==> config.mk <==
export PLATFORM = sky130hd
export DESIGN_NAME = cpu_subsys_sram_arb_flat
export DESIGN_NICKNAME = d
export VERILOG_FILES = /design/src/rtl/cpu_subsys_sram_arb_if.sv /design/src/rtl/cpu_subsys_sram_arb.sv /design/src/flat_wrapper.sv
export SDC_FILE = /design/constraint.sdc
export NUM_CORES = 1
export LEC_CHECK = 0
export BUFFER_PORTS_ARGS = -buffer_cell sky130_fd_sc_hd__clkbuf_2
export CORE_UTILIZATION = 40
export DETAILED_ROUTE_END_ITERATION = 10
export PLACE_DENSITY_LB_ADDON = 0.2
export SLEW_MARGIN = 20
export SYNTH_ARGS = -nofsm -noshare
export SYNTH_HDL_FRONTEND = slang
export SYNTH_SLANG_ARGS = --single-unit
==> constraint.sdc <==
create_clock -name clk -period 3.4 [get_ports clk]
set_clock_uncertainty 0.05 [all_clocks]
set_input_delay 0.17 -clock clk [delete_from_list [all_inputs] [get_ports clk]]
set_output_delay 0.17 -clock clk [all_outputs]
set_load 0.1 [all_outputs]
==> src/rtl/cpu_subsys_sram_arb_if.sv <==
// Bundle of both requester ports and the SRAM-side port of the shared SRAM arbiter.
// Latency: none, wiring only.
// Backpressure: the slave modport is the arbiter's view; master is the environment's view.
interface cpu_subsys_sram_arb_if;
    logic        m0_valid;
    logic [31:0] m0_addr;
    logic [31:0] m0_wdata;
    logic [3:0]  m0_wstrb;
    logic        m0_ready;
    logic [31:0] m0_rdata;

    logic        m1_valid;
    logic [31:0] m1_addr;
    logic [31:0] m1_wdata;
    logic [3:0]  m1_wstrb;
    logic        m1_ready;
    logic [31:0] m1_rdata;

    logic        s_valid;
    logic        s_ready;
    logic [31:0] s_addr;
    logic [31:0] s_wdata;
    logic [3:0]  s_wstrb;
    logic [31:0] s_rdata;

    modport slave (
        input  m0_valid, m0_addr, m0_wdata, m0_wstrb,
        input  m1_valid, m1_addr, m1_wdata, m1_wstrb,
        input  s_ready, s_rdata,
        output m0_ready, m0_rdata, m1_ready, m1_rdata,
        output s_valid, s_addr, s_wdata, s_wstrb
    );

    modport master (
        output m0_valid, m0_addr, m0_wdata, m0_wstrb,
        output m1_valid, m1_addr, m1_wdata, m1_wstrb,
        output s_ready, s_rdata,
        input  m0_ready, m0_rdata, m1_ready, m1_rdata,
        input  s_valid, s_addr, s_wdata, s_wstrb
    );
endinterface

==> src/rtl/cpu_subsys_sram_arb.sv <==
// Shares one single-port SRAM between port 0 (CPU) and port 1 (DMA/debug); CPU_SUBSYS_SRAM_ARB_RR_EN selects round-robin, else fixed priority to port 0.
// Latency: 3 cycles valid-to-ready plus one per SRAM wait state; one access per 4 cycles back-to-back.
// Backpressure: requests wait with valid held until granted; the SRAM request is held until s_ready.
module cpu_subsys_sram_arb #(
    parameter int ADDR_BITS = 16
) (
    input  logic                  clk,
    input  logic                  rst,
    cpu_subsys_sram_arb_if.slave  bus
);

    localparam logic [31:0] ADDR_MASK = (ADDR_BITS >= 32) ? 32'hFFFF_FFFF
                                                          : ((32'd1 << ADDR_BITS) - 32'd1);

    typedef enum logic [1:0] {
        IDLE = 2'd0,
        BUSY = 2'd1,
        REC  = 2'd2
    } state_t;

    state_t      state;
    logic        grant_q;
    logic        s_valid_q;
    logic [31:0] s_addr_q;
    logic [31:0] s_wdata_q;
    logic [3:0]  s_wstrb_q;
    logic        m0_ready_q;
    logic        m1_ready_q;
    logic [31:0] m0_rdata_q;
    logic [31:0] m1_rdata_q;
`ifdef CPU_SUBSYS_SRAM_ARB_RR_EN
    logic        last_grant_q;
`endif

    logic        win;
    logic [31:0] win_addr;
    logic [31:0] win_wdata;
    logic [3:0]  win_wstrb;

    // win is only consulted when at least one port is requesting.
    always_comb begin
        win = !bus.m0_valid;
`ifdef CPU_SUBSYS_SRAM_ARB_RR_EN
        if (bus.m0_valid && bus.m1_valid) begin
            win = !last_grant_q;
        end
`endif
        win_addr  = win ? bus.m1_addr  : bus.m0_addr;
        win_wdata = win ? bus.m1_wdata : bus.m0_wdata;
        win_wstrb = win ? bus.m1_wstrb : bus.m0_wstrb;
    end

    always_ff @(posedge clk or posedge rst) begin
        if (rst) begin
            state        <= IDLE;
            grant_q      <= 1'b0;
            s_valid_q    <= 1'b0;
            s_addr_q     <= 32'd0;
            s_wdata_q    <= 32'd0;
            s_wstrb_q    <= 4'd0;
            m0_ready_q   <= 1'b0;
            m1_ready_q   <= 1'b0;
            m0_rdata_q   <= 32'd0;
            m1_rdata_q   <= 32'd0;
`ifdef CPU_SUBSYS_SRAM_ARB_RR_EN
            last_grant_q <= 1'b1;
`endif
        end else begin
            case (state)
                IDLE: begin
                    if (bus.m0_valid || bus.m1_valid) begin
                        grant_q      <= win;
                        s_valid_q    <= 1'b1;
                        s_addr_q     <= win_addr & ADDR_MASK;
                        s_wdata_q    <= win_wdata;
                        s_wstrb_q    <= win_wstrb;
`ifdef CPU_SUBSYS_SRAM_ARB_RR_EN
                        last_grant_q <= win;
`endif
                        state        <= BUSY;
                    end
                end
                BUSY: begin
                    if (bus.s_ready) begin
                        s_valid_q <= 1'b0;
                        if (grant_q) begin
                            m1_rdata_q <= bus.s_rdata;
                            m1_ready_q <= 1'b1;
                        end else begin
                            m0_rdata_q <= bus.s_rdata;
                            m0_ready_q <= 1'b1;
                        end
                        state <= REC;
                    end
                end
                // The SRAM's registered ready is still high here; requests
                // are deliberately not looked at so a completing port is not re-served.
                REC: begin
                    m0_ready_q <= 1'b0;
                    m1_ready_q <= 1'b0;
                    state      <= IDLE;
                end
                default: begin
                    state <= IDLE;
                end
            endcase
        end
    end

    assign bus.s_valid  = s_valid_q;
    assign bus.s_addr   = s_addr_q;
    assign bus.s_wdata  = s_wdata_q;
    assign bus.s_wstrb  = s_wstrb_q;
    assign bus.m0_ready = m0_ready_q;
    assign bus.m1_ready = m1_ready_q;
    assign bus.m0_rdata = m0_rdata_q;
    assign bus.m1_rdata = m1_rdata_q;

endmodule
==> src/flat_wrapper.sv <==
// flat-port wrapper written by rule: the top's interface ports become plain ports
module cpu_subsys_sram_arb_flat 
#(
    parameter int ADDR_BITS = 16
)
  (clk, rst, bus_m0_valid, bus_m0_addr, bus_m0_wdata, bus_m0_wstrb, bus_m1_valid, bus_m1_addr, bus_m1_wdata, bus_m1_wstrb, bus_s_ready, bus_s_rdata, bus_m0_ready, bus_m0_rdata, bus_m1_ready, bus_m1_rdata, bus_s_valid, bus_s_addr, bus_s_wdata, bus_s_wstrb);
  cpu_subsys_sram_arb_if bus_i ();
  input  logic clk;
  input  logic rst;
  input wire logic [$bits(bus_i.m0_valid)-1:0] bus_m0_valid;
  input wire logic [$bits(bus_i.m0_addr)-1:0] bus_m0_addr;
  input wire logic [$bits(bus_i.m0_wdata)-1:0] bus_m0_wdata;
  input wire logic [$bits(bus_i.m0_wstrb)-1:0] bus_m0_wstrb;
  input wire logic [$bits(bus_i.m1_valid)-1:0] bus_m1_valid;
  input wire logic [$bits(bus_i.m1_addr)-1:0] bus_m1_addr;
  input wire logic [$bits(bus_i.m1_wdata)-1:0] bus_m1_wdata;
  input wire logic [$bits(bus_i.m1_wstrb)-1:0] bus_m1_wstrb;
  input wire logic [$bits(bus_i.s_ready)-1:0] bus_s_ready;
  input wire logic [$bits(bus_i.s_rdata)-1:0] bus_s_rdata;
  output wire logic [$bits(bus_i.m0_ready)-1:0] bus_m0_ready;
  output wire logic [$bits(bus_i.m0_rdata)-1:0] bus_m0_rdata;
  output wire logic [$bits(bus_i.m1_ready)-1:0] bus_m1_ready;
  output wire logic [$bits(bus_i.m1_rdata)-1:0] bus_m1_rdata;
  output wire logic [$bits(bus_i.s_valid)-1:0] bus_s_valid;
  output wire logic [$bits(bus_i.s_addr)-1:0] bus_s_addr;
  output wire logic [$bits(bus_i.s_wdata)-1:0] bus_s_wdata;
  output wire logic [$bits(bus_i.s_wstrb)-1:0] bus_s_wstrb;
  assign bus_i.m0_valid = bus_m0_valid;
  assign bus_i.m0_addr = bus_m0_addr;
  assign bus_i.m0_wdata = bus_m0_wdata;
  assign bus_i.m0_wstrb = bus_m0_wstrb;
  assign bus_i.m1_valid = bus_m1_valid;
  assign bus_i.m1_addr = bus_m1_addr;
  assign bus_i.m1_wdata = bus_m1_wdata;
  assign bus_i.m1_wstrb = bus_m1_wstrb;
  assign bus_i.s_ready = bus_s_ready;
  assign bus_i.s_rdata = bus_s_rdata;
  assign bus_m0_ready = bus_i.m0_ready;
  assign bus_m0_rdata = bus_i.m0_rdata;
  assign bus_m1_ready = bus_i.m1_ready;
  assign bus_m1_rdata = bus_i.m1_rdata;
  assign bus_s_valid = bus_i.s_valid;
  assign bus_s_addr = bus_i.s_addr;
  assign bus_s_wdata = bus_i.s_wdata;
  assign bus_s_wstrb = bus_i.s_wstrb;
  cpu_subsys_sram_arb #(.ADDR_BITS(ADDR_BITS)) u_core (.clk(clk), .rst(rst), .bus(bus_i));
endmodule
==> impl_metrics.tcl, run 1 <==
set metrics [dict create \
    cp-start-kind "flip-flop" \
    cts_tree "built" \
    fin_ws_ns 1.28 \
    ios 308 \
    final_cell_mix "259 x clkbuf_2, 122 x dfrtp_1, 120 x mux2_2, 48 x mux2_4, 34 x dlygate4sd3_1" \
    ys_ff_latch 122 \
    fin_crit_ns 2.12 \
    coreArea_mm2 0.0134 \
    cp_num_buf_inv 1 \
    wl_um 12300 \
    ys_warn_count 0 \
    reg2reg_slack_ns 1.28 \
    placement.io_buffers 259 \
    cts_resized 0 \
    first_pass_iters 4 \
    status "completed" \
    rows 42 \
    drc 0 \
    area_growth_pct 40.1 \
    numCtsBuffers 17 \
    grt_usage 0.180 \
    die_height_um 120 \
    final_common_cell "clkbuf_2" \
    path_class "reg -> reg" \
    ys_seq_area_frac 0.550 \
    start_util 0.414 \
    die_area_mm2 0.0144 \
    drv_slew 0 \
    cts_setup_buffers 0 \
    tns_ns 0 \
    cts_hold_buf 34 \
    hpwl_um 8760 \
    clk_path_buf_depth 2 \
    hold_start "bus_s_ready" \
    relSlewSlack 0.298 \
    htree_levels 4 \
    dp_slack_ns 1.26 \
    overflow 0 \
    synth_cell_type_count 21 \
    fin_hold_ws_ns 0.0286 \
    cp_slowest_cell "o21a_4" \
    reg2reg_depth 4 \
    fill_cells 1111 \
    rr_endpoint "u_core.bus.s_wdata[4]" \
    reg2reg_from "u_core.state[0]" \
    finalHoldViolations 0 \
    dr_total_vias 3801 \
    cp-end-kind "flip-flop" \
    place.gp.congestion 0.735 \
    layout-drive-gt1-share 0.716 \
    cts-root-buf "clkbuf_16" \
    antenna_found_initial 0 \
    drt_iter0_drc 120 \
    fin_nets 813 \
    path_delay_family "compound AO/OA/AOI/OAI gates" \
    rsz0062_at_grt "false" \
    synthesis.area_mm2 0.00555 \
    holdPathEnd "u_core.state[1]" \
    crit_required_ns 3.64 \
    viasPerCell 4.60 \
    grt_pass1_wl_um 19800 \
    critical-path-max-stage-delay_ns 0.64 \
    clock_latency_ns 0.40 \
    post_drt_wl_per_cell_um 14.8 \
    crit_fanout 39 \
    grt_max_degree 54 \
    crit_arrival_ns 2.36 \
    grt_pass1_vias 3979 \
    crit_chain "nor2_1, o21a_4, buf_4, mux2_4" \
    holdPathStages 3 \
    fin_crit_sh 0.623 \
    die_w_um 120 \
    tightest_slew_ns 1.05 \
    max_freq_mhz 472 \
    ant_nets 0 \
    setup_viol 0 \
    avgSynthCellArea_um2 16.3 \
    netlist_instances 341 \
    maxCapViolations 0 \
    antenna_cells 0 \
    cts.clk_slew.worst_paths_ns 0.05 \
    hold_class "in -> reg" \
    cts.sinks 122 \
]
-- worst reg2reg max path: stages, from the launching register on --
cell and delay (ns):
dfrtp_1 0.42, nor2_1 0.21, o21a_4 0.64, buf_4 0.37, mux2_4 0.32
-- registers in the layout, indices dropped and copies added (netlist names), 2 cells and up --
register,count
u_core.bus.s_wstrb,4
u_core.bus.s_wdata,32
u_core.bus.m1_rdata,32
u_core.state,2
u_core.bus.m0_rdata,32
u_core.bus.s_addr,16
-- cell families after synthesis --
| group | Yosys count | synth area share |
|---|---|---|
| buf+inv | 36 | 0.0588 |
| other cells | 1 | 0.000675 |
| flops | 122 | 0.550 |
| simple gates | 9 | 0.0115 |
| mux | 168 | 0.373 |
| compound gates | 5 | 0.00586 |
-- cell usage after synthesis --
cell | instances | area share
a21o_1 | 2 | 0.0027
a21oi_1 | 2 | 0.0018
buf_12 | 4 | 0.014
buf_2 | 5 | 0.0045
buf_4 | 19 | 0.026
buf_6 | 5 | 0.010
buf_8 | 1 | 0.0027
conb_1 | 1 | 0.00068
dfrtp_1 | 122 | 0.55
inv_1 | 2 | 0.0014
mux2_2 | 120 | 0.24
mux2_4 | 48 | 0.13
nand2_1 | 2 | 0.0014
nand2_2 | 1 | 0.0011
nand2b_1 | 1 | 0.0011
nand3b_4 | 1 | 0.0036
nor2_1 | 1 | 0.00068
nor2_2 | 1 | 0.0011
nor3b_1 | 1 | 0.0014
o21a_1 | 1 | 0.0014
or2_1 | 1 | 0.0011
-- metal layers --
| layer | track usage | wire (um) | vias to the layer above |
|---|---|---|---|
| met2 | 0.311 | 6340 | 150 |
| li1 | - | - | 1770 |
| met3 | 0.0566 | 623 | 21 |
| met5 | 0 | 0 | - |
| met4 | 0.0734 | 259 | 0 |
| met1 | 0.206 | 5020 | 1860 |
-- worst max path at each step --
stage | depth (start not counted) | start | endpoint | slack (ns)
3_5_place_dp | 4 | u_core.state[0] | u_core.bus.s_wdata[3] | 1.26
4_1_cts | 4 | u_core.state[0] | u_core.bus.s_wdata[3] | 1.26
6_report | 4 | u_core.state[0] | u_core.bus.s_wdata[4] | 1.28
3_3_place_gp | 4 | u_core.state[0] | u_core.bus.s_wdata[2] | 1.31
5_1_grt | 4 | u_core.state[0] | u_core.bus.s_addr[2] | 1.15
2_1_floorplan | 1 | rst | u_core.bus.m0_rdata[0] | 1.68
-- per-stage QoR --
stage                      util  area (um^2)  cells
final                     0.580         7780    827
after global routing      0.580         7780    827
after CTS                 0.579         7760    826
after detailed placement  0.513         6870    762
after global placement    0.513         6870    762
after floorplan               -         5610    356
-- final cells by class --
cell class / count / area [um^2] / area share
Sequential cell: 122 / 3050 / 0.393
Multi-Input combinational cell: 198 / 2240 / 0.288
Timing Repair Buffer: 299 / 1710 / 0.219
Clock buffer: 22 / 474 / 0.0610
Tap cell: 176 / 220 / 0.0283
Clock inverter: 8 / 71.3 / 0.00917
Inverter: 2 / 11.3 / 0.00145
Power of run 1 is left out: the tool's default activity adds up to more than one toggle a clock period on the data nets, which glitch-free logic cannot reach.
==> inputs of run 2 (changes only) <==
==> constraint.sdc (replaced) <==
create_clock -name clk -period 2 [get_ports clk]
set_clock_uncertainty 0.05 [all_clocks]
set_input_delay 0.1 -clock clk [delete_from_list [all_inputs] [get_ports clk]]
set_output_delay 0.1 -clock clk [all_outputs]
set_load 0.1 [all_outputs]
==> impl_metrics.tcl, run 2 (same netlist as run 1, synthesis figures left out) <==
set metrics [dict create \
    maxCapViolations 0 \
    start_util 0.414 \
    cp_slowest_cell "dfrtp_1" \
    area_growth_pct 53.7 \
    dpl.cell_count 766 \
    clk_path_buf_depth 2 \
    tightest_slew_ns 0.626 \
    met3_usage 0.0589 \
    numCtsBuffers 17 \
    cts.clk_slew.worst_paths_ns 0.05 \
    relSlewSlack 0.583 \
    tns_ns 0 \
    drv_slew 0 \
    post_drt_wl_per_cell_um 15.1 \
    setup_viol 0 \
    antenna_cells 0 \
    seq_area_mm2 0.00305 \
    crit_arrival_ns 1.92 \
    cp_num_buf_inv 1 \
    fin_crit_sh 0.843 \
    grt.busiest_layer "met2" \
    finalHoldViolations 0 \
    place.gp.congestion 0.757 \
    final_cell_mix "259 x clkbuf_2, 122 x dfrtp_1, 120 x mux2_2, 100 x dlygate4sd3_1, 48 x mux2_4" \
    multi_input_area_mm2 0.00224 \
    grt_pass1_vias 4413 \
    overflow 0 \
    rows 42 \
    path_delay_family "flip-flops" \
    met2_usage 0.362 \
    met1_usage 0.211 \
    clock_latency_ns 0.41 \
    dr_total_vias 4096 \
    ios 308 \
    layout.cells.non_filler 898 \
    critical-path-max-stage-delay_ns 0.42 \
    cp-start-kind "flip-flop" \
    hold_class "in -> reg" \
    drt_iter0_drc 127 \
    coreArea_mm2 0.0134 \
    wl_um 13600 \
    grt_usage 0.197 \
    viasPerCell 4.56 \
    max_freq_mhz 593 \
    die_w_um 120 \
    grt_max_degree 123 \
    die_area_mm2 0.0144 \
    hpwl_um 8570 \
    cts-root-buf "clkbuf_16" \
    grt_pass1_wl_um 21500 \
    cp-end-kind "flip-flop" \
    cts_setup_buffers 0 \
    final_common_cell "clkbuf_2" \
    die_height_um 120 \
    layout-drive-gt1-share 0.652 \
    drc 0 \
    cts_tree "built" \
    crit_chain "nor2_1, o21a_4, buf_12, mux2_2" \
    fin_nets 882 \
    crit_required_ns 2.24 \
    first_pass_iters 4 \
    ant_nets 0 \
    placement.io_buffers 259 \
    fill_cells 1045 \
    cts.sinks 122 \
    path_class "reg -> reg" \
    rsz0062_at_grt "false" \
    fin_crit_ns 1.69 \
    crit_fanout 40 \
    htree_levels 4 \
    antenna_found_initial 0 \
    status "completed" \
]
[run 2: cell count changes in the layout (fill, tap and decap cells not counted)]
cell	change
clkbuf_8	+3
buf_12	+3
dlygate4sd3_1	+66
clkinv_4	-1
[run 2: per-layer routing]
metal / part of all wire / routed length (um) / vias up
met3: 0.046 / 623 / 20
met2: 0.55 / 7450 / 148
met4: 0.017 / 233 / 0
met5: 0 / 0 / -
li1: - / - / 1911
met1: 0.39 / 5280 / 2017
[run 2: final timing paths]
kind	to	slack [ns]	cells after the start	from
setup / recovery	u_core.bus.s_wdata[5]	0.31	4	u_core.state[0]
hold / removal	u_core.bus.s_wdata[2]	0.01	3	bus_m1_wdata[2]
setup reg to reg	u_core.bus.s_wdata[5]	0.31	4	u_core.state[0]
hold reg to reg	u_core.bus.m0_ready	0.43	1	u_core.bus.m0_ready
max in group asynchronous	u_core.bus.s_wdata[5]	1.06	4	rst
min in group asynchronous	u_core.bus.m1_rdata[9]	0.39	4	rst
[run 2: metrics by stage]
stage	hold WS [ns]	util	instance area [um^2]	setup WS (ns)
2_1_floorplan	0.200	-	5610	0.353
3_3_place_gp	0.280	0.519	6950	0.359
3_5_place_dp	0.301	0.519	6950	0.330
4_1_cts	0.000153	0.634	8500	0.316
5_1_grt	0.00102	0.637	8530	0.265
6_report	0.0141	0.637	8530	0.314
[run 2: layout make-up]
| class | instances | share of cell area |
|---|---|---|
| sequential | 122 | 0.358 |
| timing repair buffer | 368 | 0.285 |
| multi-input combinational | 198 | 0.263 |
| clock buffer | 25 | 0.0604 |
| tap | 176 | 0.0258 |
| clock inverter | 7 | 0.00733 |
| inverter | 2 | 0.00132 |
[run 2: worst reg2reg max path, stage by stage (launching register included)]
cell and delay (ns):
dfrtp_1 0.42, nor2_1 0.21, o21a_4 0.20, buf_12 0.28, mux2_2 0.40
[run 2: what timing repair did]
action / in CTS / in global routing
setup endpoints to repair: 0 / 0
hold endpoints to repair: 225 / 2
gates resized for setup: 0 / 0
hold buffers: 97 / 3
Power of run 2 is left out for the same reason.
==> inputs of run 3 (changes only) <==
--- a/config.mk
+++ b/config.mk
@@ -5,6 +5,7 @@
 export SDC_FILE = /design/constraint.sdc
 export NUM_CORES = 1
 export LEC_CHECK = 0
+export ABC_AREA = 1
 export BUFFER_PORTS_ARGS = -buffer_cell sky130_fd_sc_hd__clkbuf_2
 export CORE_UTILIZATION = 40
 export DETAILED_ROUTE_END_ITERATION = 10
==> constraint.sdc (replaced) <==
create_clock -name clk -period 1.5 [get_ports clk]
set_clock_uncertainty 0.05 [all_clocks]
set_input_delay 0.075 -clock clk [delete_from_list [all_inputs] [get_ports clk]]
set_output_delay 0.075 -clock clk [all_outputs]
set_load 0.1 [all_outputs]
==> impl_metrics.tcl, run 3 <==
set metrics [dict create \
    synth_edf_count 0 \
    met1_usage 0.297 \
    viasPerCell 4.67 \
    rows 42 \
    synth.top_cells.by_count "447 x nand2_1, 122 x dfrtp_1, 33 x nand4_1" \
    grt_usage 0.250 \
    seq_area_mm2 0.00305 \
    final_cell_mix "447 x nand2_1, 258 x clkbuf_2, 138 x dlygate4sd3_1, 122 x dfrtp_1, 33 x nand4_1" \
    relSlewSlack 0.616 \
    crit_arrival_ns 1.25 \
    finalHoldViolations 0 \
    layout-drive-gt1-share 0.286 \
    fill_cells 1094 \
    post_drt_wl_per_cell_um 13.4 \
    cp-end-kind "output port" \
    cp_num_buf_inv 1 \
    numCtsBuffers 17 \
    avgSynthCellArea_um2 7.81 \
    ys_warn_count 0 \
    first_pass_iters 4 \
    reg2reg_slack_ns 0.14 \
    grt_max_degree 56 \
    yosys.area.top_type "dfrtp_1" \
    dpl.cell_count 1122 \
    place.gp.congestion 0.820 \
    cts_setup_buffers 0 \
    setup_viol 0 \
    ys_ff_latch 122 \
    path_delay_family "buffers and inverters" \
    critical-path-max-stage-delay_ns 0.47 \
    die_area_mm2 0.0144 \
    start_util 0.416 \
    dr_total_vias 6037 \
    synthesis.area_mm2 0.00557 \
    cp-start-kind "flip-flop" \
    synth_top_area_share 0.548 \
    synthTopCellsByArea "dfrtp_1 55%, nand2_1 30%, nand4_1 3.7%" \
    coreArea_mm2 0.0134 \
    grt.busiest_layer "met2" \
    crit_fanout 2 \
    ios 308 \
    multi_input_area_mm2 0.00217 \
    drt_iter0_drc 347 \
    netlist_instances 714 \
    htree_levels 4 \
    reg2reg_from "u_core.state[0]" \
    antenna_found_initial 0 \
    cts.clk_slew.worst_paths_ns 0.06 \
    overflow 0 \
    startpoint "u_core.bus.s_wstrb[3]" \
    antenna_cells 0 \
    synth_cell_type_count 17 \
    fin_ws_ns 0.121 \
    ys.flop_type "dfrtp_1" \
    fin_nets 1276 \
    status "completed" \
    crit_chain "clkbuf_2" \
    final_common_cell "nand2_1" \
    rsz0062_at_grt "false" \
    fin_crit_ns 1.38 \
    ys_seq_area_frac 0.548 \
    die_height_um 120 \
    max_freq_mhz 725 \
    clock_latency_ns 0.40 \
    cp_slowest_cell "clkbuf_2" \
    drv_slew 0 \
    area_growth_pct 61.3 \
    path_class "reg -> out" \
    die_w_um 120 \
    layout.cells.non_filler 1292 \
    synth_most_common_cell "nand2_1" \
    dp_slack_ns 0.144 \
    cts_tree "built" \
    crit_required_ns 1.37 \
    fin_crit_sh 0.920 \
    async_flop_share 1.00 \
    met2_usage 0.427 \
    grt_pass1_vias 6111 \
    cts.sinks 122 \
    fin_area_mm2 0.00899 \
    tightest_slew_ns 0.578 \
    met3_usage 0.0604 \
    dpl_cell_area_mm2 0.00701 \
    clk_path_buf_depth 2 \
    hold_class "in -> async" \
    drc 0 \
    wl_um 17300 \
    placement.io_buffers 259 \
    ant_nets 0 \
    grt_pass1_wl_um 28300 \
    cts-root-buf "clkbuf_16" \
    maxCapViolations 0 \
    hpwl_um 10600 \
]
-- run 3: repair_timing --
item / 4_1_cts / 5_1_grt
hold buffers: 138 / 0
endpoints found under the setup margin: 0 / 0
hold endpoints to repair: 240 / 0
gates resized for setup: 0 / 0
-- run 3: path summary, 6_finish.rpt --
| kind | endpoint | depth (start not counted) |
|---|---|---|
| max reg2reg | u_core.bus.s_wdata[20] | 5 |
| min in group clk | u_core.bus.s_valid | 6 |
| max in group asynchronous | u_core.bus.m1_rdata[6] | 4 |
| min | u_core.bus.m0_rdata[25] | 3 |
| max | bus_s_wstrb[3] | 1 |
| min reg2reg | u_core.bus.m0_rdata[11] | 2 |
-- run 3: cell type report --
cell class | count | share of cell area
Multi-Input combinational cell | 538 | 0.241
Clock inverter | 15 | 0.0193
Timing Repair Buffer | 417 | 0.325
Clock buffer | 17 | 0.0473
Inverter | 7 | 0.00362
Sequential cell | 122 | 0.340
Tap cell | 176 | 0.0245
-- run 3: worst register-to-register path: stages (launching register included) --
cell and delay [ns]:
dfrtp_1 0.43, nor2_1 0.10, nand2_2 0.10, buf_4 0.38
nand2_1 0.15, nand2_1 0.09
-- run 3: through the flow --
stage	hold WS (ns)	setup TNS (ns)	util
after floorplan	0.169	-14.92	-
after global placement	0.0318	0	0.523
after detailed placement	0.0380	0	0.523
after CTS	0.158	0	0.671
after global routing	0.186	0	0.671
final	0.162	0	0.671
-- run 3: logic make-up after synthesis --
family,Yosys count,share of synthesized area
DFF,122,0.548
other,1,0.000673
buffers and inverters,69,0.0745
and+or+nand+nor,517,0.372
AOI/OAI and AO/OA,5,0.00449
-- run 3: metal layers --
| layer | vias up | routed length, um |
|---|---|---|
| met1 | 2742 | 6970 |
| met5 | - | 0 |
| li1 | 2975 | - |
| met4 | 0 | 547 |
| met2 | 277 | 8600 |
| met3 | 43 | 1190 |
Power of run 3 is left out for the same reason.
